--- src/rtl/ebus_xfer.sv ---
// EBOX-side EBUS initiator: arbitrates, drives CS/F/data, handshakes DEMAND/XFER, returns read data.
// Every output is a registered decode of the previous cycle's state; each wait is bounded by TIMEOUT.
module ebus_xfer #(
   parameter int SETUP_CYC = 2,
   parameter int TIMEOUT   = 200
) (
   input  logic        clk,
   input  logic        RESET,
   input  logic        start,
   input  logic [2:0]  func,
   input  logic [6:0]  dev,
   input  logic [35:0] wdata,
   output logic        busy,
   output logic        done,
   output logic [35:0] rdata,
   output logic        timeout,
   output logic        EBUS_REQ,
   input  logic        EBUS_GRANT,
   output logic [6:0]  EBUS_CS,
   output logic [2:0]  EBUS_F,
   output logic        EBUS_DEMAND,
   input  logic        EBUS_XFER,
   input  logic [35:0] EBUS_DATA_IN,
   output logic [35:0] EBUS_DATA_OUT,
   output logic        EBUS_DATA_OE
);

   typedef enum logic [2:0] {
      S_IDLE,
      S_REQ,
      S_SETUP,
      S_DEMAND,
      S_RELEASE,
      S_DONE
   } state_t;

   localparam logic [7:0] SETUP_LAST = 8'(SETUP_CYC - 1);
   localparam logic [7:0] WAIT_LAST  = 8'(TIMEOUT - 1);

   state_t      state;
   logic [7:0]  wait_cnt;
   logic [2:0]  func_q;
   logic [6:0]  dev_q;
   logic [35:0] wdata_q;
   logic        own_bus;
   logic        is_write;

   assign own_bus  = (state == S_SETUP) || (state == S_DEMAND) || (state == S_RELEASE);
   assign is_write = ~func_q[0];

   always_ff @(posedge clk or posedge RESET) begin
      if (RESET) begin
         state         <= S_IDLE;
         wait_cnt      <= '0;
         func_q        <= '0;
         dev_q         <= '0;
         wdata_q       <= '0;
         busy          <= 1'b0;
         done          <= 1'b0;
         rdata         <= '0;
         timeout       <= 1'b0;
         EBUS_REQ      <= 1'b0;
         EBUS_CS       <= '0;
         EBUS_F        <= '0;
         EBUS_DEMAND   <= 1'b0;
         EBUS_DATA_OUT <= '0;
         EBUS_DATA_OE  <= 1'b0;
      end else begin
         // Bus outputs lag the state by one cycle, so each sampled event shows up one edge later.
         busy          <= (state != S_IDLE);
         done          <= (state == S_DONE);
         EBUS_REQ      <= (state == S_REQ) || own_bus;
         EBUS_CS       <= own_bus ? dev_q : '0;
         EBUS_F        <= own_bus ? func_q : '0;
         EBUS_DEMAND   <= (state == S_DEMAND);
         EBUS_DATA_OE  <= own_bus && is_write;
         EBUS_DATA_OUT <= (own_bus && is_write) ? wdata_q : '0;

         wait_cnt <= (wait_cnt == 8'hFF) ? wait_cnt : wait_cnt + 8'd1;

         case (state)
            S_IDLE: begin
               wait_cnt <= '0;
               if (start && !func[2]) begin
                  func_q  <= func;
                  dev_q   <= dev;
                  wdata_q <= wdata;
                  timeout <= 1'b0;
                  state   <= S_REQ;
               end
            end
            S_REQ: begin
               if (EBUS_GRANT) begin
                  state    <= S_SETUP;
                  wait_cnt <= '0;
               end else if (wait_cnt == WAIT_LAST) begin
                  timeout  <= 1'b1;
                  state    <= S_DONE;
                  wait_cnt <= '0;
               end
            end
            S_SETUP: begin
               if (wait_cnt == SETUP_LAST) begin
                  state    <= S_DEMAND;
                  wait_cnt <= '0;
               end
            end
            S_DEMAND: begin
               if (EBUS_XFER) begin
                  if (func_q[0])
                     rdata <= EBUS_DATA_IN;
                  state    <= S_RELEASE;
                  wait_cnt <= '0;
               end else if (wait_cnt == WAIT_LAST) begin
                  timeout  <= 1'b1;
                  state    <= S_RELEASE;
                  wait_cnt <= '0;
               end
            end
            S_RELEASE: begin
               if (!EBUS_XFER) begin
                  state    <= S_DONE;
                  wait_cnt <= '0;
               end else if (wait_cnt == WAIT_LAST) begin
                  timeout  <= 1'b1;
                  state    <= S_DONE;
                  wait_cnt <= '0;
               end
            end
            S_DONE: begin
               state    <= S_IDLE;
               wait_cnt <= '0;
            end
            default: begin
               state    <= S_IDLE;
               wait_cnt <= '0;
            end
         endcase
      end
   end

endmodule

--- config.mk ---
export PLATFORM = sky130hd
export DESIGN_NAME = ebus_xfer
export DESIGN_NICKNAME = d
export VERILOG_FILES = /design/src/rtl/ebus_xfer.sv
export SDC_FILE = /design/constraint.sdc
export NUM_CORES = 1
export LEC_CHECK = 0
export CAP_MARGIN = 20
export CORE_UTILIZATION = 45
export CTS_CLUSTER_DIAMETER = 100
export DETAILED_ROUTE_END_ITERATION = 6
export PLACE_DENSITY = 0.84
export SLEW_MARGIN = 20
export SYNTH_ARGS = -nofsm -noshare
export SYNTH_HDL_FRONTEND = slang
export SYNTH_SLANG_ARGS = --single-unit
--- constraint.sdc ---
create_clock -name clk -period 4.73 [get_ports clk]
set_input_delay 0.473 -clock clk [delete_from_list [all_inputs] [get_ports clk]]
set_output_delay 0.473 -clock clk [all_outputs]
set_load 0.03 [all_outputs]
==> results of run 1 <==
-- registers in the layout, summed over array words and instances, names as in the netlist --
signal / count
EBUS_DATA_OE: 1
EBUS_REQ: 1
EBUS_DATA_OUT: 36
func_q: 3
EBUS_F: 3
wait_cnt: 8
state: 3
done: 1
wdata_q: 36
EBUS_DEMAND: 1
dev_q: 7
timeout: 1
rdata: 36
EBUS_CS: 7
busy: 1
-- worst register-to-register path: stages, from the launching register on --
cell and delay, ns:
dfrtp_1 0.63, inv_1 0.17, nand2_1 0.12, or2_2 0.67, buf_4 0.46, mux2_4 0.34
-- how the worst max path moves through the flow --
stage | cells past startpoint | startpoint | to | slack, ns
finish | 5 | state[2] | dev_q[3] | 2.22
global route | 5 | state[2] | wdata_q[0] | 2.08
CTS | 5 | state[2] | wdata_q[0] | 2.24
detailed placement | 5 | func[2] | wdata_q[0] | 2.03
global placement | 5 | func[2] | wdata_q[0] | 2.12
floorplan | 1 | RESET | EBUS_CS[0] | 0.36
-- routing by layer --
layer,up-vias,wire [um],global-route usage
met5,-,5,0
met1,1826,5190,0.248
met4,2,129,0.0632
li1,1620,-,-
met2,144,6420,0.356
met3,14,889,0.0675
-- cell usage after synthesis (2+ instances only) --
cell type,count
and2_1,37
o221a_2,2
nor2b_1,12
mux2i_1,4
o21a_1,2
inv_1,4
xor2_1,2
mux2_4,28
nand3_1,3
nand2_1,6
nor3b_1,2
buf_2,4
mux2_2,53
and3_1,3
clkbuf_1,4
o21ai_0,3
nor2_1,11
nor4b_1,2
nor3_1,3
dfrtp_1,145
ha_1,2
buf_6,8
a211oi_1,3
a21oi_1,4
nand2b_1,3
-- area by class of cell --
type	count	area share
Clock inverter	9	0.0250
Inverter	4	0.00245
Multi-Input combinational cell	203	0.225
Timing Repair Buffer	178	0.220
Tap cell	168	0.0258
Sequential cell	145	0.445
Clock buffer	21	0.0577
-- cell families after synthesis --
| logic type | count (synthesis) | share of synthesized area |
|---|---|---|
| AOI/OAI and AO/OA | 23 | 0.0302 |
| adders and majority gates | 2 | 0.00447 |
| DFF | 145 | 0.648 |
| and+or+nand+nor | 90 | 0.0978 |
| buffers and inverters | 21 | 0.0264 |
| xor gates and xnor gates | 3 | 0.00469 |
| muxes | 85 | 0.189 |
-- stage by stage --
step	cell area (um2)	setup WS, ns	hold slack, ns
floorplan	5600	0.362	0.445
global placement	7450	2.12	0.456
detailed placement	7450	2.03	0.464
CTS	8130	2.24	0.480
global route	8160	2.08	0.430
finish	8160	2.22	0.417
-- power groups by stage --
stage               Sequential, W  Clock, W  Combinational, W
finish                    0.00204   0.00151           0.00224
global route              0.00210   0.00160           0.00237
CTS                       0.00204   0.00154           0.00226
detailed placement        0.00205         0           0.00224
global placement          0.00202         0           0.00217
floorplan                 0.00258         0          0.000818
==> impl_metrics.toml, run 1 <==
[clock_network]
cts_tree = "done"
cts_made_buffers = 17
cts_root_buf = "clkbuf_16"
postCtsHoldBufs = 0
clkSlewWorstSetupHoldPaths_ns = 0.06
h-tree-depth = 4
insertion_delay_ns = 0.40
cts_sinks = 145
cts_setup_buffers = 0
clockBufferDepth = 2
cts_resized = 0

[synth]
synth-main-ff-cell = "dfrtp_1"
syn_area_um2 = 5600
ys_ff_latch = 145
synthArstFlopShare = 1.00
synth_edf_count = 0
ys_warn_count = 0
yosysUniqueCellTypes = 44
synth_top_cell_by_area = "dfrtp_1"
synthCells = 369
yosysTopAreaCellShare = 0.648
synthesis.nets = 458
yosys-top-cells-area = "dfrtp_1 (65%), mux2_2 (11%), mux2_4 (7.5%)"
avgSynthCellArea_um2 = 15.2
yosysSeqAreaShare = 0.648

[grt]
antenna_found_initial = 0
grt-ovfl-total = 0
grt_max_degree = 112
grt_usage = 0.207
grt_pass1_vias = 3769
grt_pass1_wl_mm = 20.1

[critical_path]
arrival_ns = 2.79
r2r_slack_ns = 2.22
critPathCaptureType = "flop"
path_cells = "inv_1, nand2_1, or2_2, buf_4, mux2_4"
crit_path_top_delay_cell = "or2_2"
critPathLaunchType = "flop"
worst-path-buf-inv = 2
max_stage_delay_ns = 0.67
rr_endpoint = "dev_q[3]"
r2r_cells = 5
rr_startpoint = "state[2]"
required_ns = 5.01
path_delay_family = "simple AND/OR/NAND/NOR gates"
setup.worst_path.class = "reg -> reg"
worstPathMaxFanout = 31

[pwr]
p_switching_w = 0.00191
share_comb_of_total_power = 0.387
swShare = 0.330
leakage_nw = 3.65
seq_power_share = 0.352
vdd_drop_max_uv = 259
p_int_w = 0.00388
finalPower_w = 0.00579
power_density_nw_per_um2 = 710
clock_power_share = 0.261

[floorplanning]
dieArea_um2 = 12900
ios = 175
rows = 40
die_w_um = 114
die_h_um = 114
core_region_area_um2 = 12100
initial_core_util = 0.464

[detailed_routing]
postRouteAntennaNets = 0
vias = 3606
drc = 0
drtIter0Drc = 208
wl_mm = 12.6
dr.pass1.iters = 4
via_per_inst = 4.95
wl_per_cell_um = 17.3

[finish]
final_cell_mix = "clkdlybuf4s50_1 (174), dfrtp_1 (145), mux2_2 (53), and2_1 (37), mux2_4 (28)"
final-seq-area_um2 = 3630
final_common_cell = "clkdlybuf4s50_1"
fin_util = 0.676
fill_cells = 816
area_growth_pct = 45.7
antennaDiodeCount = 0
final_cells = 728
nets = 638
multi_input_area_um2 = 1830
final_layout_size_suffix_gt1_frac = 0.225

[sta]
fin_crit_ns = 2.51
worstMarginPinSlew_ns = 0.840
setup_viol = 0
fmax_mhz = 399
drv_slew = 0
final.setup_skew_ns = 0.00610
rsz0062_at_grt = "false"
tns_ns = 0
hold_viol_final = 0
slew_headroom = 0.440
fin_crit_sh = 0.530

[placement]
dp_hpwl_mm = 8.75
gp_congestion = 0.790
port_buffers = 174
numPlacedInstances = 697

[hold_path]
hp-class = "in -> async"

[job]
drv_cap = 0

[run_status]
status = "complete, no violations"
(Power assumes the default switching activity.)
==> run 2, diff against run 1 <==
Settings changed: CORE_UTILIZATION 45 to 42, PLACE_DENSITY 0.84 to 0.82.
Clock period 4.73 ns to 2 ns, I/O delays scaled along.
==> run 2 against run 1 <==
Effect of this change: global-route usage shrank 2.3 points; core utilization is 3.7 points lower; register-to-register slack lost 2.0 ns; first-iteration DRC count shrank 3.4%; clock skew rose by 0.0052 ns; cell count is 1.9% higher; worst setup slack got worse by 2.0 ns; sequential share of layout area fell by 0.20 points; combinational power up 140%; clock power up 120%; worst hold slack lost 0.14 ns; critical endpoint is now dev_q[5]; largest cell class unchanged; highest routed layer is now met4.
==> impl_metrics.toml, run 2 (synthesized netlist as in run 1, its figures left out) <==
[run_status]
status = "complete, no violations"

[sta]
final.setup_skew_ns = 0.0113
hold_viol_final = 0
setup_slack_ns = 0.185
fin_crit_ns = 1.82
slew_headroom = 0.682
tns_ns = 0
fin_crit_sh = 0.908
worstMarginPinSlew_ns = 0.476
drv_slew = 0
fmax_mhz = 551
setup_viol = 0
rsz0062_at_grt = "false"

[detailed_routing]
dr.pass1.iters = 4
drc = 0
via_per_inst = 4.83
vias = 3587
wl_mm = 11.8
wl_per_cell_um = 15.9
drtIter0Drc = 201
postRouteAntennaNets = 0

[finish]
stdcell_area_um2 = 8200
area_growth_pct = 46.3
nets = 646
fill_cells = 939
final_cells = 742
final_common_cell = "clkdlybuf4s50_1"
top_regs = "EBUS_DATA_OUT (36), rdata (36), wdata_q (36)"
final_cell_mix = "clkdlybuf4s50_1 (174), dfrtp_1 (145), mux2_2 (53), and2_1 (37), mux2_4 (28)"
final_layout_size_suffix_gt1_frac = 0.240
antennaDiodeCount = 0

[clock_network]
h-tree-depth = 4
cts_sinks = 145
cts_made_buffers = 17
insertion_delay_ns = 0.42
clockBufferDepth = 2
cts_resized = 0
cts_root_buf = "clkbuf_16"
postCtsHoldBufs = 0
cts_setup_buffers = 0
clkSlewWorstSetupHoldPaths_ns = 0.06
cts_tree = "done"

[pwr]
share_comb_of_total_power = 0.404
swShare = 0.333
seq_power_share = 0.350
clock_power_share = 0.245
p_switching_w = 0.00446
p_int_w = 0.00895
leakage_nw = 3.68
power_density_nw_per_um2 = 1640
vdd_drop_max_uv = 803

[grt]
grt_usage = 0.184
antenna_found_initial = 0
grt_pass1_wl_mm = 19.6
grt_pass1_vias = 3814
grt-ovfl-total = 0
grt_max_degree = 74

[placement]
post-place-ws_ns = 0.116
gp_congestion = 0.839
port_buffers = 174
numPlacedInstances = 710
postPlaceCellArea_um2 = 7570
dp_hpwl_mm = 8.43

[critical_path]
required_ns = 2.30
worstPathMaxFanout = 30
arrival_ns = 2.11
r2r_slack_ns = 0.18
critPathCaptureType = "flop"
critPathLaunchType = "flop"
setup.worst_path.class = "reg -> reg"

[floorplanning]
die_w_um = 117
core_region_area_um2 = 12800
initial_core_util = 0.437
dieArea_um2 = 13800
ios = 175
rows = 41
die_h_um = 117

[job]
drv_cap = 0

[hold_path]
hp-class = "in -> async"
[run 2: cell type report]
type	instances	area, um2	share of cell area
multi-input combinational	203	1830	0.223
tap	172	215	0.0263
timing repair buffer	186	1880	0.230
clock inverter	14	185	0.0226
sequential	145	3630	0.443
inverter	4	18.8	0.00229
clock buffer	18	439	0.0536
[run 2: final timing paths]
kind,start,to,cells past startpoint
max reg2reg,state[0],dev_q[5],5
max,state[0],dev_q[5],5
min,RESET,EBUS_DATA_OUT[12],3
min reg2reg,wdata_q[9],EBUS_DATA_OUT[9],1
max in group asynchronous,RESET,EBUS_DATA_OUT[24],3
min in group clk,wdata[35],wdata_q[35],2
[run 2: critical path: stages, from the launching register on]
cell and delay, ns:
dfrtp_1 0.42, nor2_4 0.20, nand2_1 0.09, or2_2 0.41
buf_12 0.23, mux2_4 0.32
[run 2: metal layers]
| layer | GRT usage | part of all wire | vias to the layer above |
|---|---|---|---|
| met3 | 0.0630 | 0.059 | 16 |
| met1 | 0.218 | 0.42 | 1763 |
| met4 | 0.0705 | 0.016 | 0 |
| met2 | 0.310 | 0.51 | 155 |
| li1 | - | - | 1653 |
| met5 | 0 | 0 | - |
[run 2: power by group through the flow]
stage                     Combinational (W)  Sequential (W)  Clock [W]
after floorplan                     0.00194         0.00610          0
after global placement              0.00532         0.00470          0
after detailed placement            0.00546         0.00475          0
after CTS                           0.00548         0.00471    0.00338
after global routing                0.00572         0.00486    0.00350
final                               0.00542         0.00470    0.00329
[run 2: per-stage QoR]
stage | total power (W) | hold WS, ns | utilization
6_report | 0.0134 | 0.275 | 0.639
5_1_grt | 0.0141 | 0.304 | 0.639
4_1_cts | 0.0136 | 0.282 | 0.639
3_5_place_dp | 0.0102 | 0.468 | 0.590
3_3_place_gp | 0.0100 | 0.459 | 0.590
2_1_floorplan | 0.00804 | 0.347 | -
==> run 3, diff against run 2 <==
Settings changed: HOLD_SLACK_MARGIN from default to 0.03, TNS_END_PERCENT from default to 20.
==> results of run 3 <==
Same layout as run 2: the final DEF is identical, and so are final timing and power.
